<file path="src/rtl/mips8_sequencer.sv">
// Multi-cycle control sequencer for the 8-bit MIPS datapath (FETCH/DECODE/EXEC/MEM/WB).
// Latency excl. ack wait: R-type/ADDI 4, LW 5, SW 4, BEQ/JMP/NOP 3 cycles.
// Backpressure: holds if_req/dm_req until ack; optional watchdog SEQ_WATCHDOG_EN traps long stalls to ERROR.
module mips8_sequencer #(
  parameter int CNT_W       = 16,
  parameter int WDOG_CYCLES = 255
) (
  input  logic             clk,
  input  logic             reset,
  input  logic             run,
  input  logic [2:0]       op,
  input  logic [1:0]       fn,
  input  logic             zero_flag,
  output logic             if_req,
  input  logic             if_ack,
  output logic             dm_req,
  output logic             dm_we,
  input  logic             dm_ack,
  output logic             ir_load,
  output logic             pc_en,
  output logic             pc_sel,
  output logic             reg_write,
  output logic             reg_dst,
  output logic             alu_src,
  output logic [2:0]       alu_fn,
  output logic             mem_to_reg,
  output logic             halted,
  output logic             err,
  output logic [2:0]       state_o,
  output logic [CNT_W-1:0] retired
);

  typedef enum logic [2:0] {
    S_IDLE   = 3'd0,
    S_FETCH  = 3'd1,
    S_DECODE = 3'd2,
    S_EXEC   = 3'd3,
    S_MEM    = 3'd4,
    S_WB     = 3'd5,
    S_HALT   = 3'd6,
    S_ERROR  = 3'd7
  } state_t;

  localparam logic [2:0] OP_R    = 3'b000;
  localparam logic [2:0] OP_ADDI = 3'b001;
  localparam logic [2:0] OP_LW   = 3'b010;
  localparam logic [2:0] OP_SW   = 3'b011;
  localparam logic [2:0] OP_BEQ  = 3'b100;
  localparam logic [2:0] OP_JMP  = 3'b101;
  localparam logic [2:0] OP_HALT = 3'b110;

  state_t     state_q, state_d;
  logic [2:0] op_q;
  logic [1:0] fn_q;
  logic       wdog_trip;

`ifdef SEQ_WATCHDOG_EN
  localparam int STALL_W = (WDOG_CYCLES > 255) ? $clog2(WDOG_CYCLES + 1) : 8;
  localparam logic [STALL_W-1:0] STALL_LAST = STALL_W'(WDOG_CYCLES - 1);

  logic [STALL_W-1:0] stall_cnt;
  logic               stalling;

  assign stalling  = ((state_q == S_FETCH) && !if_ack) || ((state_q == S_MEM) && !dm_ack);
  assign wdog_trip = stalling && (stall_cnt == STALL_LAST);
  // ERROR is only left by reset, so the state itself is the sticky flag
  assign err       = (state_q == S_ERROR);

  // Stall counter: counts consecutive unacked request cycles, zero whenever not stalling
  always_ff @(posedge clk or negedge reset) begin
    if (!reset) begin
      stall_cnt <= '0;
    end else if (stalling) begin
      stall_cnt <= stall_cnt + STALL_W'(1);
    end else begin
      stall_cnt <= '0;
    end
  end
`else
  // Without the watchdog the limit has no effect; handshakes wait forever
  assign wdog_trip = 1'b0 & (WDOG_CYCLES == 0);
  assign err       = 1'b0;
`endif

  // State register
  always_ff @(posedge clk or negedge reset) begin
    if (!reset) begin
      state_q <= S_IDLE;
    end else begin
      state_q <= state_d;
    end
  end

  // Capture opcode/function during DECODE; later states use only these copies
  always_ff @(posedge clk or negedge reset) begin
    if (!reset) begin
      op_q <= 3'b000;
      fn_q <= 2'b00;
    end else if (state_q == S_DECODE) begin
      op_q <= op;
      fn_q <= fn;
    end
  end

  // Retired-instruction counter: one count per PC update, wraps naturally
  always_ff @(posedge clk or negedge reset) begin
    if (!reset) begin
      retired <= '0;
    end else if (pc_en) begin
      retired <= retired + {{(CNT_W-1){1'b0}}, 1'b1};
    end
  end

  // Next-state logic plus handshake and strobe outputs
  always_comb begin
    state_d    = state_q;
    if_req     = 1'b0;
    dm_req     = 1'b0;
    dm_we      = 1'b0;
    ir_load    = 1'b0;
    pc_en      = 1'b0;
    pc_sel     = 1'b0;
    reg_write  = 1'b0;
    mem_to_reg = 1'b0;
    halted     = 1'b0;
    case (state_q)
      S_IDLE: begin
        if (run) state_d = S_FETCH;
      end
      S_FETCH: begin
        if_req = 1'b1;
        if (if_ack) begin
          ir_load = 1'b1;
          state_d = S_DECODE;
        end else if (wdog_trip) begin
          state_d = S_ERROR;
        end
      end
      S_DECODE: begin
        state_d = S_EXEC;
      end
      S_EXEC: begin
        case (op_q)
          OP_R, OP_ADDI: state_d = S_WB;
          OP_LW, OP_SW:  state_d = S_MEM;
          OP_BEQ: begin
            pc_en   = 1'b1;
            pc_sel  = zero_flag;
            state_d = S_FETCH;
          end
          OP_JMP: begin
            pc_en   = 1'b1;
            pc_sel  = 1'b1;
            state_d = S_FETCH;
          end
          OP_HALT: state_d = S_HALT;
          default: begin
            pc_en   = 1'b1;
            state_d = S_FETCH;
          end
        endcase
      end
      S_MEM: begin
        dm_req = 1'b1;
        dm_we  = (op_q == OP_SW);
        if (dm_ack) begin
          if (op_q == OP_SW) begin
            pc_en   = 1'b1;
            state_d = S_FETCH;
          end else begin
            state_d = S_WB;
          end
        end else if (wdog_trip) begin
          state_d = S_ERROR;
        end
      end
      S_WB: begin
        reg_write  = 1'b1;
        mem_to_reg = (op_q == OP_LW);
        pc_en      = 1'b1;
        state_d    = S_FETCH;
      end
      S_HALT: begin
        halted = 1'b1;
      end
      default: begin
        state_d = S_ERROR;
      end
    endcase
  end

  // Datapath selects: Moore on latched opcode, held constant EXEC through WB
  always_comb begin
    alu_fn  = 3'b000;
    alu_src = 1'b0;
    reg_dst = 1'b0;
    if ((state_q == S_EXEC) || (state_q == S_MEM) || (state_q == S_WB)) begin
      case (op_q)
        OP_R: begin
          alu_fn  = {1'b0, fn_q};
          reg_dst = 1'b1;
        end
        OP_ADDI, OP_LW, OP_SW: alu_src = 1'b1;
        OP_BEQ:                alu_fn  = 3'b001;
        default: ;
      endcase
    end
  end

  assign state_o = state_q;

endmodule

</file>
<file path="config.mk">
export PLATFORM = sky130hd
export DESIGN_NAME = mips8_sequencer
export DESIGN_NICKNAME = d
export VERILOG_FILES = /design/src/rtl/mips8_sequencer.sv
export SDC_FILE = /design/constraint.sdc
export NUM_CORES = 1
export LEC_CHECK = 0
export ABC_AREA = 1
export CORE_UTILIZATION = 48
export CTS_CLUSTER_SIZE = 16
export DETAILED_ROUTE_END_ITERATION = 6
export PLACE_DENSITY = 0.82
export SKIP_LAST_GASP = 1
export SLEW_MARGIN = 30
export SYNTH_ARGS = -nofsm -noshare
export SYNTH_HDL_FRONTEND = slang
export SYNTH_SLANG_ARGS = --single-unit
export TNS_END_PERCENT = 1
</file>
<file path="constraint.sdc">
create_clock -name clk -period 1.8 [get_ports clk]
set_clock_uncertainty 0.05 [all_clocks]
set_input_delay 0.36 -clock clk [delete_from_list [all_inputs] [get_ports clk]]
set_output_delay 0.36 -clock clk [all_outputs]
set_load 0.005 [all_outputs]
</file>
-- Word level (Yosys, flattened, before mapping)
Index checks and enable logic that the tools add are counted.
- $add $sub $neg: 1
- equal/unequal tests: 15
- multiplexer cells: 26
- bitwise operators: 1
- reduce and logical (&&, ||, !) cells: 9
- operators with widths (kind ; number):
    $pmux 3 s7 ; 1
    $eq 3x3->1 const B ; 6
    $add 16x1->16 const B ; 1
    $mux 1 ; 16
    $mux 3 ; 5
    $eq 3x2->1 const B ; 4
    $pmux 3 s3 ; 1
    $eq 3x1->1 const B ; 2
    $logic_not 3->1 ; 2
    $ne 2x2->1 const B ; 3
    $reduce_or 5->1 ; 1
    $pmux 2 s2 ; 1
    $reduce_and 4->1 ; 1
    $reduce_or 2->1 ; 2
    $pmux 1 s3 ; 1
    $reduce_or 3->1 ; 1
    $logic_or 1x1->1 ; 2
    $pmux 1 s2 ; 1
    $not 1->1 ; 1
- flip-flop bits (word level): 24
- input port bits: 11
- output and inout port bits: 34
- word-level logic and storage cells: 56

-- Logic depth before layout (Yosys ltp)
Gate-level depths: netlist of the first run.
- depth in word-level cells: 4
- depth in mapped cells: 9
- gate-level depth less buffers: 9

-- Worst setup path after synthesis of the first run
No wires, ideal clock.
- kind: register to output
- start point: register state_q[1], in the netlist state_o[1]
- end point: output pc_en
- arrival time: 1135 ps
- required time: 1390 ps
- path slack: 255 ps
- stages on the path, launching flop included: 7
- buffers on the path: 1
- cell sequence: dfrtp_1 -> nor2_2 -> nand2_2 -> nor2_4 -> nand2_4 -> nand2_8 -> buf_6
- cells in the longest elaborated chain, start to end: 2
- elaborated cells between the ends (all ways): 4
- those cells by class: 3 x eq/ne; 1 x mux
- RTL lines (item ; RTL line ; RTL):
    from (decl) ; 52 ; state_t state_q, state_d;
    from (signal assigned) ; 90 ; state_q <= state_d;
    $eq 3x3->1 / $eq 3x2->1 (equally long branches) ; 126 ; case (state_q)
    $pmux 1 s3 * ; 126 ;
    to (decl) ; 20 ; output logic pc_en,
Mark *: on every way between the ends. The rest lies on a longest branch, timed or not.

-- Worst setup path in the final report of the first run
- start point: register state_q[2], in the netlist state_o[2]
- end point: output pc_en
The elaborated chain is that of the path after synthesis.

==> results of run 1 <==
metal layers:
metal	up-vias	routed length, um
li1	827	-
met1	775	1730
met2	43	1960
met3	6	177
met4	0	47
met5	-	0
cell usage after synthesis:
cell	number
nor3b_1	1
nand3_2	2
nand2_4	1
buf_12	1
buf_4	2
nand4_1	6
nand2_1	75
dfrtp_1	24
o21ai_0	4
mux2_2	2
inv_2	6
nor2_4	4
ha_1	1
nand3_1	9
nand2_2	5
nor2_1	29
xor2_1	5
nand3b_2	3
nor4_1	2
a21oi_1	4
nor3_1	2
o21ai_2	7
inv_1	22
o211ai_1	1
nor2_2	1
conb_1	1
buf_6	1
nand2_8	1
placed cells by master, fill, tap and decap left out:
cell	count
nor4_1	2
dlymetal6s2s_1	2
ha_1	1
nor3_1	2
nor2_4	5
nand2_8	1
nand2_1	75
clkdlybuf4s15_1	1
a21oi_1	4
buf_6	1
inv_2	6
nand2_2	5
clkdlybuf4s50_1	29
bufinv_16	1
dlygate4sd2_1	10
dfrtp_2	3
o21ai_2	7
clkbuf_4	3
xor2_1	5
nor2_1	28
nand2_4	1
inv_1	22
buf_4	23
conb_1	2
nand3b_2	3
nand3_4	1
nand3_2	3
o211ai_1	1
nand4_1	6
dfrtp_1	21
nor2_2	1
nand3_1	7
mux2_2	2
o21ai_0	4
nor3b_1	1
flip-flops by register name (all words and copies together), names as in the netlist:
register  cells
state_o       3
fn_q          2
retired      16
op_q          3
how the worst max path moves through the flow:
stage	start	endpoint	slack (ns)	depth (start not counted)
2_1_floorplan	state_o[1]	pc_en	0.26	6
3_3_place_gp	zero_flag	pc_sel	-0.20	4
3_5_place_dp	zero_flag	pc_sel	-0.24	4
4_1_cts	state_o[2]	pc_en	-0.28	8
5_1_grt	state_o[2]	pc_en	-0.28	8
6_report	state_o[2]	pc_en	-0.21	8
layout make-up:
class	instances	share of cell area
clock inverters	1	0.0130
clock buffers	3	0.00977
flip-flops and latches	24	0.262
repair buffers	66	0.259
inverters	28	0.0456
multi-input cells	167	0.387
well taps	44	0.0239
metrics by stage:
step	area (um^2)	setup slack [ns]	cells	util	hold slack, ns
finish	2300	-0.212	333	0.737	0.313
CTS	2280	-0.280	332	0.728	0.321
global route	2300	-0.279	333	0.737	0.349
detailed placement	2170	-0.238	322	0.695	0.443
global placement	2170	-0.196	322	0.695	0.435
floorplan	1620	0.255	223	-	0.0144
power by group:
group	total, mW	switching, mW	internal [mW]
Sequential	0.830	0.152	0.678
Combinational	1.42	0.738	0.678
Clock	0.408	0.182	0.226
cell families after synthesis:
family	Yosys count
adders and majority gates	1
other	1
and+or+nand+nor	141
xor gates and xnor gates	5
buffers and inverters	32
muxes	2
AOI/OAI and AO/OA	16
DFF	24
worst max-delay path: cells and delay by family (launching register included):
family | cells | cell delay [ns]
AND/OR/NAND/NOR | 4 | 0.24
flip-flops | 1 | 0.46
buffers and inverters | 4 | 0.59
repair_timing:
action                                  4_1_cts  5_1_grt
endpoints found under the setup margin       16       29
pin swaps                                     3        1
buffers inserted                              6        1
gates resized for setup                      17        6
==> results by stage, run 1 <==
Run status:
- The run finished, with violations left.
- The final reports fail on negative setup slack.

Global route:
- The number of global-route vias before repair is between 1000 and 1500.
- The initial antenna violation count is 0.
- The leftover overflow at the end of global routing is 0.
- The met1 routing resource usage after global routing is 0.313.
- The global-route track usage on met2 is 0.422.
- The global routing stage identified its most utilized layer as met2.
- The first global-routing pass estimated 6420 um of wire.
- The total global routing track utilization is 0.241.
- The maximum number of pins on one net before global-route repair is 28.
- The met3 routing resource usage after global routing is 0.0238.

Drt:
- The count of routing violations after the opening detailed-route iteration is 58.
- Using the TritonRoute via totals, the vias-per-cell ratio works out to 4.96.
- The detailed-routing iteration count for the pre-antenna-repair pass is 4.
- Summed over all layers, the routed wires come to 3910 um.
- In the routed design, unresolved DRC markers number 0.
- The count of nets left with antenna violations after detail routing is 0.
- For this block, the via count after detailed routing is 1651.
- The average routed wire per standard cell is 11.8 um.

Power:
- Power spread over the standard cell area amounts to 1150 mW/mm^2.
- Total power for the finished layout comes to roughly 2.7 mW.
- The analysis attributes to cell leakage a power of 1.14 nW.
- The worst vdd rail ir drop is 0.860 mV.

STA:
- The final setup TNS is -1.66 ns.
- In the finished design, the share of the clock period the worst path needs comes to 1.12.
- Based on the critical path, the design can be clocked at up to 0.497 GHz.
- Counting I/O delays and the setup requirement, the final critical path takes ~2.0 ns.
- The hold violation total from the final report came to 0.
- Setup violations remaining at the end of the flow were counted as 14.
- Across all setup checks in the final design, the least slack found is -0.212 ns.
- Setup repair after global routing could not meet its margin everywhere.
- The total count of max-transition violations in the final report was 0.

Worst setup path:
- The slowest stage of the critical path is the dfrtp_2 cell.
- The most frequent cell on the critical path is buf_4.
- The delay of the slowest cell on the worst path is between 0.4 and 0.5 ns.
- For the worst setup path, the data required time is 1.39 ns.
- The worst setup path is of the reg2out kind.
- The kind of end point of the critical path is an output port.
- Along the worst path, the maximum fanout reaches 4.
- The launch instance of the worst register-to-register path is state_o[2].
- The signal arrival time at the worst endpoint is roughly 1.6 ns.
- Traced cell by cell, the critical path runs through buf_4, buf_6, nand2_2, nor2_4, buf_4, nand2_4, nand2_8, clkdlybuf4s15_1.
- The worst setup path is launched from a flip-flop.
- The reg2reg setup slack is 0.05 ns.
- Measured in cells, the most critical reg-to-reg path has a length of 11.
- The reg-to-reg endpoint is retired[13].

Synthesis:
- Of the total synthesized cell area, the portion taken by XOR and XNOR cells is 0.0271.
- Of the total synthesized cell area, the portion taken by full adders, half adders and majority gates is 0.00775.
- Dividing the synthesized area by the synthesized cell count gives ~7.3 um^2.
- Of the total synthesized cell area, the portion taken by AND, OR, NAND and NOR gates is 0.416.
- The number of unique standard cell types used by synthesis is 28.
- Measured against the total synthesized area, the mux share comes to 0.0140.
- The synthesized design contains 24 register bits.
- The compound-cell area share of the yosys netlist is 0.0674.
- In the post-synthesis netlist, the biggest area contributors are dfrtp_1 (37%), nand2_1 (17%), nor2_1 (6.7%).
- The cell accounting for the most synthesized area is dfrtp_1.
- The mapped netlist covers 0.00161 mm^2.
- After technology mapping, the gate count stands at 222.
- Yosys printed 0 warnings.
- The sequential cell area fraction in the yosys report is 0.372.
- The share of synthesized area in the top cell type comes to 0.372.
- By area, the combinational part of the netlist is dominated by simple AND/OR/NAND/NOR gates.

CTS:
- The number of hold buffers added after CTS was 0.
- Counting along the longest clock path gives a buffer depth of 2.
- The number of H-tree levels is 1.
- Buffers inserted during clock tree synthesis total 3.
- The clock slew at the register clock pins of the worst setup and hold paths is ~0.15 ns.
- Clock latency on the worst-skew pair, taken at its later pin, is ~0.33 ns.
- The cell sitting at the root of the clock tree is a clkbuf_4.
- CTS saw 24 sinks.
- TritonCTS built the clock tree.

Worst hold path:
- The worst hold path class is in2async.

Floorplan:
- Measured along the x axis, the die boundary spans around 60 um.
- The floorplan step defined a core boundary enclosing 0.00313 mm^2.
- The initialized floorplan defines 20 standard-cell rows.
- The die extent in y is around 60 um.
- The initial standard-cell utilization of the core is 0.516.
- The I/O pin count is between 40 and 50.
- The full die area is 0.00360 mm^2.

Cells and area:
- Summing all multi-input logic gate instances after layout gives 891 um^2.
- The signed area change from the synthesized netlist to the final layout is 42.8%.
- The fraction of final layout cells with drive strength greater than 1 is 0.228.
- The fill cell instance count of the final layout is 257.
- The area taken by flip-flops and latches is about 600 um^2.
- The final net count is 302.
- The number of antenna diodes in the final layout is 0.

Placed design:
- The routability-driven placement congestion ratio is roughly 0.8.
- The half-perimeter wire length after placement is 2880 um.
- The number of buffers inserted by port buffering is 42.

Flow run:
- The tool flagged a number of max-cap violations equal to 0.
(Power assumes the default switching activity.)
==> inputs of run 2 (changes only) <==
--- a/config.mk
+++ b/config.mk
@@ -15,4 +15,3 @@
 export SYNTH_ARGS = -nofsm -noshare
 export SYNTH_HDL_FRONTEND = slang
 export SYNTH_SLANG_ARGS = --single-unit
-export TNS_END_PERCENT = 1
==> results by stage, run 2 (same netlist as run 1, synthesis figures left out) <==
Cells and area:
- The number of standard cells in the layout, taps in and fillers out came to 344 (was 333).
- The register with the highest flop count is retired (unchanged).
- The number of flip-flops under the largest register name is 16 (unchanged).
- Top library cells by usage in the layout, fill and taps aside: nand2_1 (72), nor2_1 (27), buf_4 (27) (was nand2_1 (75), clkdlybuf4s50_1 (29), nor2_1 (28)).
- The most frequent standard cell in the layout excluding fill and tap cells is nand2_1 (unchanged).
- The fraction of final layout cells with drive strength greater than 1 is 0.340 (was 0.228).
- The signed area change from the synthesized netlist to the final layout is 50.5% (was 42.8%).
- The fill cell instance count of the final layout was 226 (was 257).
- The total inserted antenna cells is 0 (unchanged).
- The share of the core filled with cells was 0.776 (was 0.737).
- The final net count is 313 (was 302).

STA:
- The hold violation total from the final report is 0 (unchanged).
- The final critical-path required period is 1.96 ns (was 2.01 ns).
- The worst hold slack across all endpoints came to 0.301 ns (was 0.313 ns).
- The final setup violation count is 15 (was 14).
- The total count of max-transition violations in the final report is 0 (unchanged).
- The maximum clock rate is 0.511 GHz (was 0.497 GHz).
- The final setup TNS is -0.831 ns (was -1.66 ns).
- The setup slack of the critical path after layout was -0.158 ns (was -0.212 ns).
- The final cycle utilization of the critical path is 1.09 (was 1.12).
- Unrepaired setup endpoints after global routing: true (unchanged).

Power:
- The areal power density over the cells is 1240 mW/mm^2 (was 1150 mW/mm^2).
- The leakage power was 1.16 nW (was 1.14 nW).
- The worst vdd rail ir drop came to 0.840 mV (was 0.860 mV).

Floorplan:
- The die extent in y is 60.0 um (unchanged).
- The I/O pin count was 45 (unchanged).
- The row count was 20 (unchanged).
- The full die area is 0.00360 mm^2 (unchanged).
- The area of the core was 0.00313 mm^2 (unchanged).
- The horizontal die dimension was 60.0 um (unchanged).
- The initial standard-cell utilization of the core came to 0.516 (unchanged).

Worst setup path:
- The reg-to-reg endpoint was retired[15] (was retired[13]).
- The kind of critical path is reg2out (unchanged).
- The reg2reg setup slack is -0.03 ns (was 0.05 ns).
- The required time of the critical path was 1.39 ns (about the same).
- The critical path startpoint category is a flip-flop (unchanged).
- The launch instance of the worst register-to-register path is state_o[2] (unchanged).
- The kind of end point of the critical path was an output port (unchanged).
- The maximum net fanout on the critical path is 3 (was 4).
- The depth of the worst register-to-register path is 11 (unchanged).
- The signal arrival time at the worst endpoint is 1.55 ns (was 1.60 ns).

CTS:
- The buffer depth of the longest clock path is 2 (unchanged).
- The number of buffers added to fix hold violations after cts is 0 (unchanged).
- The sink count of the clock tree is 24 (unchanged).
- The number of H-tree levels is 1 (unchanged).
- The clock slew at the register clock pins of the worst setup and hold paths is 0.15 ns (about the same).
- The clock tree from TritonCTS is yes (unchanged).
- The clock latency at the later pin of the worst-skew pair is 0.34 ns (was 0.33 ns).
- The clock tree root driver cell is clkbuf_4 (unchanged).
- The number of buffers added by the clock tree synthesis step was 3 (unchanged).

Drt:
- The average routed wire per standard cell is 13.4 um (was 11.8 um).
- The count of unresolved DRC violations after routing is 0 (unchanged).
- The total vias in the final route is 1776 (was 1651).
- The detailed-route vias per instance is 5.16 (was 4.96).
- The count of routing violations after the opening detailed-route iteration is 105 (was 58).
- The aggregate routed wire length is 4620 um (was 3910 um).
- The count of nets left with antenna violations after detail routing came to 0 (unchanged).
- The detailed-routing iteration count for the pre-antenna-repair pass is 4 (unchanged).

Global route:
- The wire length of the first global-routing pass is 6710 um (was 6420 um).
- The initial antenna violation count is 0 (unchanged).
- The number of global-route vias before repair is 1488 (was 1448).
- The maximum number of pins on one net before global-route repair is 28 (unchanged).
- The global-route track usage on met2 is 0.441 (was 0.422).
- The met3 routing resource usage after global routing is 0.0238 (unchanged).
- The most crowded layer after global routing is met2 (unchanged).
- The met1 routing resource usage after global routing came to 0.331 (was 0.313).
- The total global routing track utilization is 0.251 (was 0.241).
- The leftover overflow at the end of global routing is 0 (unchanged).

Worst hold path:
- The worst hold path class is in2async (unchanged).

Placed design:
- The half-perimeter wire length after placement is 2880 um (unchanged).
- The number of cells in the design after placement is 322 (unchanged).
- The number of buffers inserted by port buffering came to 42 (unchanged).
- The worst setup slack after placement is -0.238 ns (unchanged).
- The routability-driven placement congestion ratio is 0.799 (unchanged).

Flow run:
- The max-capacitance violation count is 0 (unchanged).

Run status:
- Status: complete, but fails checks (unchanged).
- Failing checks: negative setup slack (unchanged).
run 2: changes by cell type in the layout (fill, tap and decap cells not counted), moves of 3 or more:
cell / before / now
inv_1: 22 / 19
buf_2: 0 / 8
buf_4: 23 / 27
dlygate4sd2_1: 10 / 4
clkdlybuf4s50_1: 29 / 26
buf_6: 1 / 10
nand2_1: 75 / 72
run 2: stage by stage:
step | total power [mW] | cell area (um^2)
after floorplan | 1.58 | 1620
after global routing | 3.17 | 2430
after detailed placement | 2.15 | 2170
final | 3.01 | 2430
after global placement | 2.12 | 2170
after CTS | 2.74 | 2350
run 2: cell type report:
class	instances	area, um^2	share of cell area
Clock buffer	3	22.5	0.00927
Clock inverter	1	30.0	0.0124
Multi-Input combinational cell	167	940	0.387
Timing Repair Buffer	77	667	0.275
Sequential cell	24	607	0.250
Inverter	28	108	0.0443
Tap cell	44	55.1	0.0227
run 2: worst max-delay path, cell delays in order (launching register included):
cell and delay, ns:
dfrtp_2 0.46, buf_4 0.15, nand2_4 0.10, nor2_4 0.05
buf_4 0.13, nor2_4 0.14, nand2_8 0.06, buf_6 0.11
run 2: worst max-delay path by stage:
stage                     startpoint  endpoint  slack, ns  cells after the start
final                     state_o[2]     pc_en      -0.16                      7
after global routing         op_q[0]     pc_en      -0.19                      8
after CTS                 state_o[2]     pc_en      -0.19                      9
after detailed placement   zero_flag    pc_sel      -0.24                      4
after global placement     zero_flag    pc_sel      -0.20                      4
after floorplan           state_o[1]     pc_en       0.26                      6
run 2: power by group:
| group | internal, mW | switching [mW] | total [mW] |
|---|---|---|---|
| sequential | 0.678 | 0.145 | 0.823 |
| clock | 0.226 | 0.189 | 0.415 |
| combinational | 0.865 | 0.906 | 1.77 |
run 2: timing repair:
item / in CTS / in global routing
gates resized for setup: 60 / 26
pin swaps: 6 / 10
buffers inserted: 13 / 8
endpoints found under the setup margin: 16 / 28
run 2: per-layer routing:
layer,vias up,routed length (um)
met1,853,1940
met5,-,0
met3,13,195
met2,63,2380
met4,0,102
li1,847,-
==> inputs of run 3 (changes only) <==
--- a/config.mk
+++ b/config.mk
@@ -6,6 +6,7 @@
 export NUM_CORES = 1
 export LEC_CHECK = 0
 export ABC_AREA = 1
+export CORE_MARGIN = 2
 export CORE_UTILIZATION = 48
 export CTS_CLUSTER_SIZE = 16
 export DETAILED_ROUTE_END_ITERATION = 6
@@ -15,3 +16,4 @@
 export SYNTH_ARGS = -nofsm -noshare
 export SYNTH_HDL_FRONTEND = slang
 export SYNTH_SLANG_ARGS = --single-unit
+export TNS_END_PERCENT = 5
==> results by stage, run 3 (same netlist as run 1, synthesis figures left out) <==
Placed design:
- The cell area reported after detailed placement came to 0.00218 mm^2 (was 0.00217 mm^2).
- The routability-driven placement congestion ratio is 0.868 (was 0.799).
- The number of cells in the design after placement is 324 (was 322).
- The half-perimeter wire length after placement is 2840 um (was 2880 um).
- The number of buffers inserted by port buffering is 42 (unchanged).
- The worst setup slack after placement is -0.217 ns (was -0.238 ns).

Power:
- The net load switching power came to 1.08 mW (was 1.24 mW).
- The register share of total power came to 0.326 (was 0.273).
- The worst vdd rail ir drop is 0.607 mV (was 0.840 mV).
- The areal power density over the cells came to 1120 mW/mm^2 (was 1240 mW/mm^2).
- The clock network fraction of total power is 0.109 (was 0.138).
- The leakage power is 1.10 nW (was 1.16 nW).
- The share of total power consumed by net switching is 0.421 (was 0.412).
- The internal power contribution is 1.48 mW (was 1.77 mW).
- The part of the power in combinational logic was 0.565 (was 0.589).

Floorplan:
- The die extent in y is 62.0 um (was 60.0 um).
- The initial standard-cell utilization of the core came to 0.491 (was 0.516).
- The row count is 21 (was 20).
- The full die area came to 0.00384 mm^2 (was 0.00360 mm^2).
- The horizontal die dimension came to 62.0 um (was 60.0 um).
- The I/O pin count is 45 (unchanged).
- The area of the core is 0.00328 mm^2 (was 0.00313 mm^2).

Worst setup path:
- The timing startpoint of the critical path is state_o[1] (was state_o[2]).
- The kind of end point of the critical path is an output port (unchanged).
- The required time of the critical path is 1.39 ns (about the same).
- The kind of critical path is reg2out (unchanged).
- The maximum net fanout on the critical path was 5 (was 3).
- The reg2reg setup slack was 0.01 ns (was -0.03 ns).
- The signal arrival time at the worst endpoint is 1.58 ns (was 1.55 ns).
- The launch instance of the worst register-to-register path was state_o[1] (was state_o[2]).
- The critical path startpoint category is a flip-flop (unchanged).

Cells and area:
- The signed area change from the synthesized netlist to the final layout was 42.2% (was 50.5%).
- Top library cells by usage in the layout, fill and taps aside: nand2_1 (74), clkdlybuf4s50_1 (30), nor2_1 (29) (was nand2_1 (72), nor2_1 (27), buf_4 (27)).
- The cell area after layout is 0.00229 mm^2 (was 0.00243 mm^2).
- The number of flip-flops under the largest register name is 16 (unchanged).
- The most frequent standard cell in the layout excluding fill and tap cells is nand2_1 (unchanged).
- The total inserted antenna cells was 0 (unchanged).
- The share of the core filled with cells was 0.699 (was 0.776).
- The number of standard cells in the layout, taps in and fillers out was 333 (was 344).
- The register with the highest flop count is retired (unchanged).
- The fraction of final layout cells with drive strength greater than 1 is 0.233 (was 0.340).
- The final net count is 300 (was 313).

STA:
- The maximum clock rate was 0.503 GHz (was 0.511 GHz).
- Unrepaired setup endpoints after global routing: true (unchanged).
- The final cycle utilization of the critical path is 1.11 (was 1.09).
- The total count of max-transition violations in the final report is 0 (unchanged).
- The setup slack of the critical path after layout is -0.190 ns (was -0.158 ns).
- The final setup violation count was 12 (was 15).
- The hold violation total from the final report was 0 (unchanged).
- The final critical-path required period is 1.99 ns (was 1.96 ns).

Drt:
- The total vias in the final route is 1609 (was 1776).
- The average routed wire per standard cell came to 11.4 um (was 13.4 um).
- The aggregate routed wire length is 3810 um (was 4620 um).
- The count of unresolved DRC violations after routing is 0 (unchanged).
- The detailed-routing iteration count for the pre-antenna-repair pass is 4 (unchanged).
- The detailed-route vias per instance was 4.83 (was 5.16).
- The count of nets left with antenna violations after detail routing is 0 (unchanged).
- The count of routing violations after the opening detailed-route iteration is 74 (was 105).

Global route:
- The maximum number of pins on one net before global-route repair is 28 (unchanged).
- The number of global-route vias before repair was 1415 (was 1488).
- The initial antenna violation count is 0 (unchanged).
- The leftover overflow at the end of global routing is 0 (unchanged).
- The wire length of the first global-routing pass was 6010 um (was 6710 um).
- The total global routing track utilization is 0.211 (was 0.251).

CTS:
- The clock tree from TritonCTS is yes (unchanged).
- The buffer depth of the longest clock path is 2 (unchanged).
- The number of H-tree levels is 1 (unchanged).
- The clock slew at the register clock pins of the worst setup and hold paths is 0.12 ns (was 0.15 ns).
- The clock tree root driver cell is clkbuf_4 (unchanged).
- The clock latency at the later pin of the worst-skew pair is 0.31 ns (was 0.34 ns).
- The sink count of the clock tree is 24 (unchanged).
- The number of buffers added by the clock tree synthesis step is 3 (unchanged).

Worst hold path:
- The worst hold path class is in2async (unchanged).

Run status:
- Status: complete, but fails checks (unchanged).
- Failing checks: negative setup slack (unchanged).

Flow run:
- The max-capacitance violation count is 0 (unchanged).
## run 3: cell types whose count changed in the layout (fill, tap and decap cells not counted), moves of 4 or more
cell / previous run / this run
buf_4: 27 / 21
buf_2: 8 / 0
buf_6: 10 / 1
clkdlybuf4s50_1: 26 / 30
dlygate4sd2_1: 4 / 9
## run 3: power by group through the flow
stage	Sequential, mW	Combinational [mW]	Clock, mW
floorplan	0.839	0.741	0
global placement	0.818	1.30	0
detailed placement	0.824	1.33	0
CTS	0.826	1.42	0.294
global route	0.853	1.57	0.325
finish	0.835	1.45	0.280
## run 3: timing repair
item                                    CTS  global route
endpoints found under the setup margin   15            25
buffers inserted                          5             0
gates resized for setup                  23             5
pin swaps                                 3             2
hold buffers                              0             0
endpoints found under the hold margin     0             0
## run 3: per-layer routing
layer,global-route usage,wire length [um],vias to the layer above
li1,-,-,826
met5,0,0,-
met1,0.281,1730,741
met4,0.0790,70,0
met2,0.347,1870,36
met3,0.0290,136,6
## run 3: path summary, 6_finish.rpt
path,cells after the start,endpoint
worst max-delay path,4,halted
worst min-delay path,2,fn_q[1]
worst max register to register,10,retired[13]
worst min register to register,1,fn_q[0]
max in group asynchronous,2,state_o[0]
min in group clk,1,fn_q[0]
## run 3: layout make-up
class / instances / area, um^2
multi-input cells: 167 / 908
repair buffers: 64 / 581
fillers: 277 / 990
flip-flops and latches: 24 / 604
inverters: 28 / 108
well taps: 46 / 57.6
clock buffers: 4 / 36.3
## run 3: metrics by stage
stage	total power, mW	TNS [ns]	hold slack [ns]
2_1_floorplan	1.58	0	0.0144
3_3_place_gp	2.12	-0.513	0.433
3_5_place_dp	2.16	-0.632	0.440
4_1_cts	2.54	-1.57	0.336
5_1_grt	2.75	-3.07	0.348
6_report	2.56	-1.33	0.336
## run 3: critical path, cell delays in order, from the launching register on
cell	delay, ns
dfrtp_2	0.46
buf_4	0.15
nand3_2	0.09
inv_2	0.08
clkdlybuf4s50_1	0.49
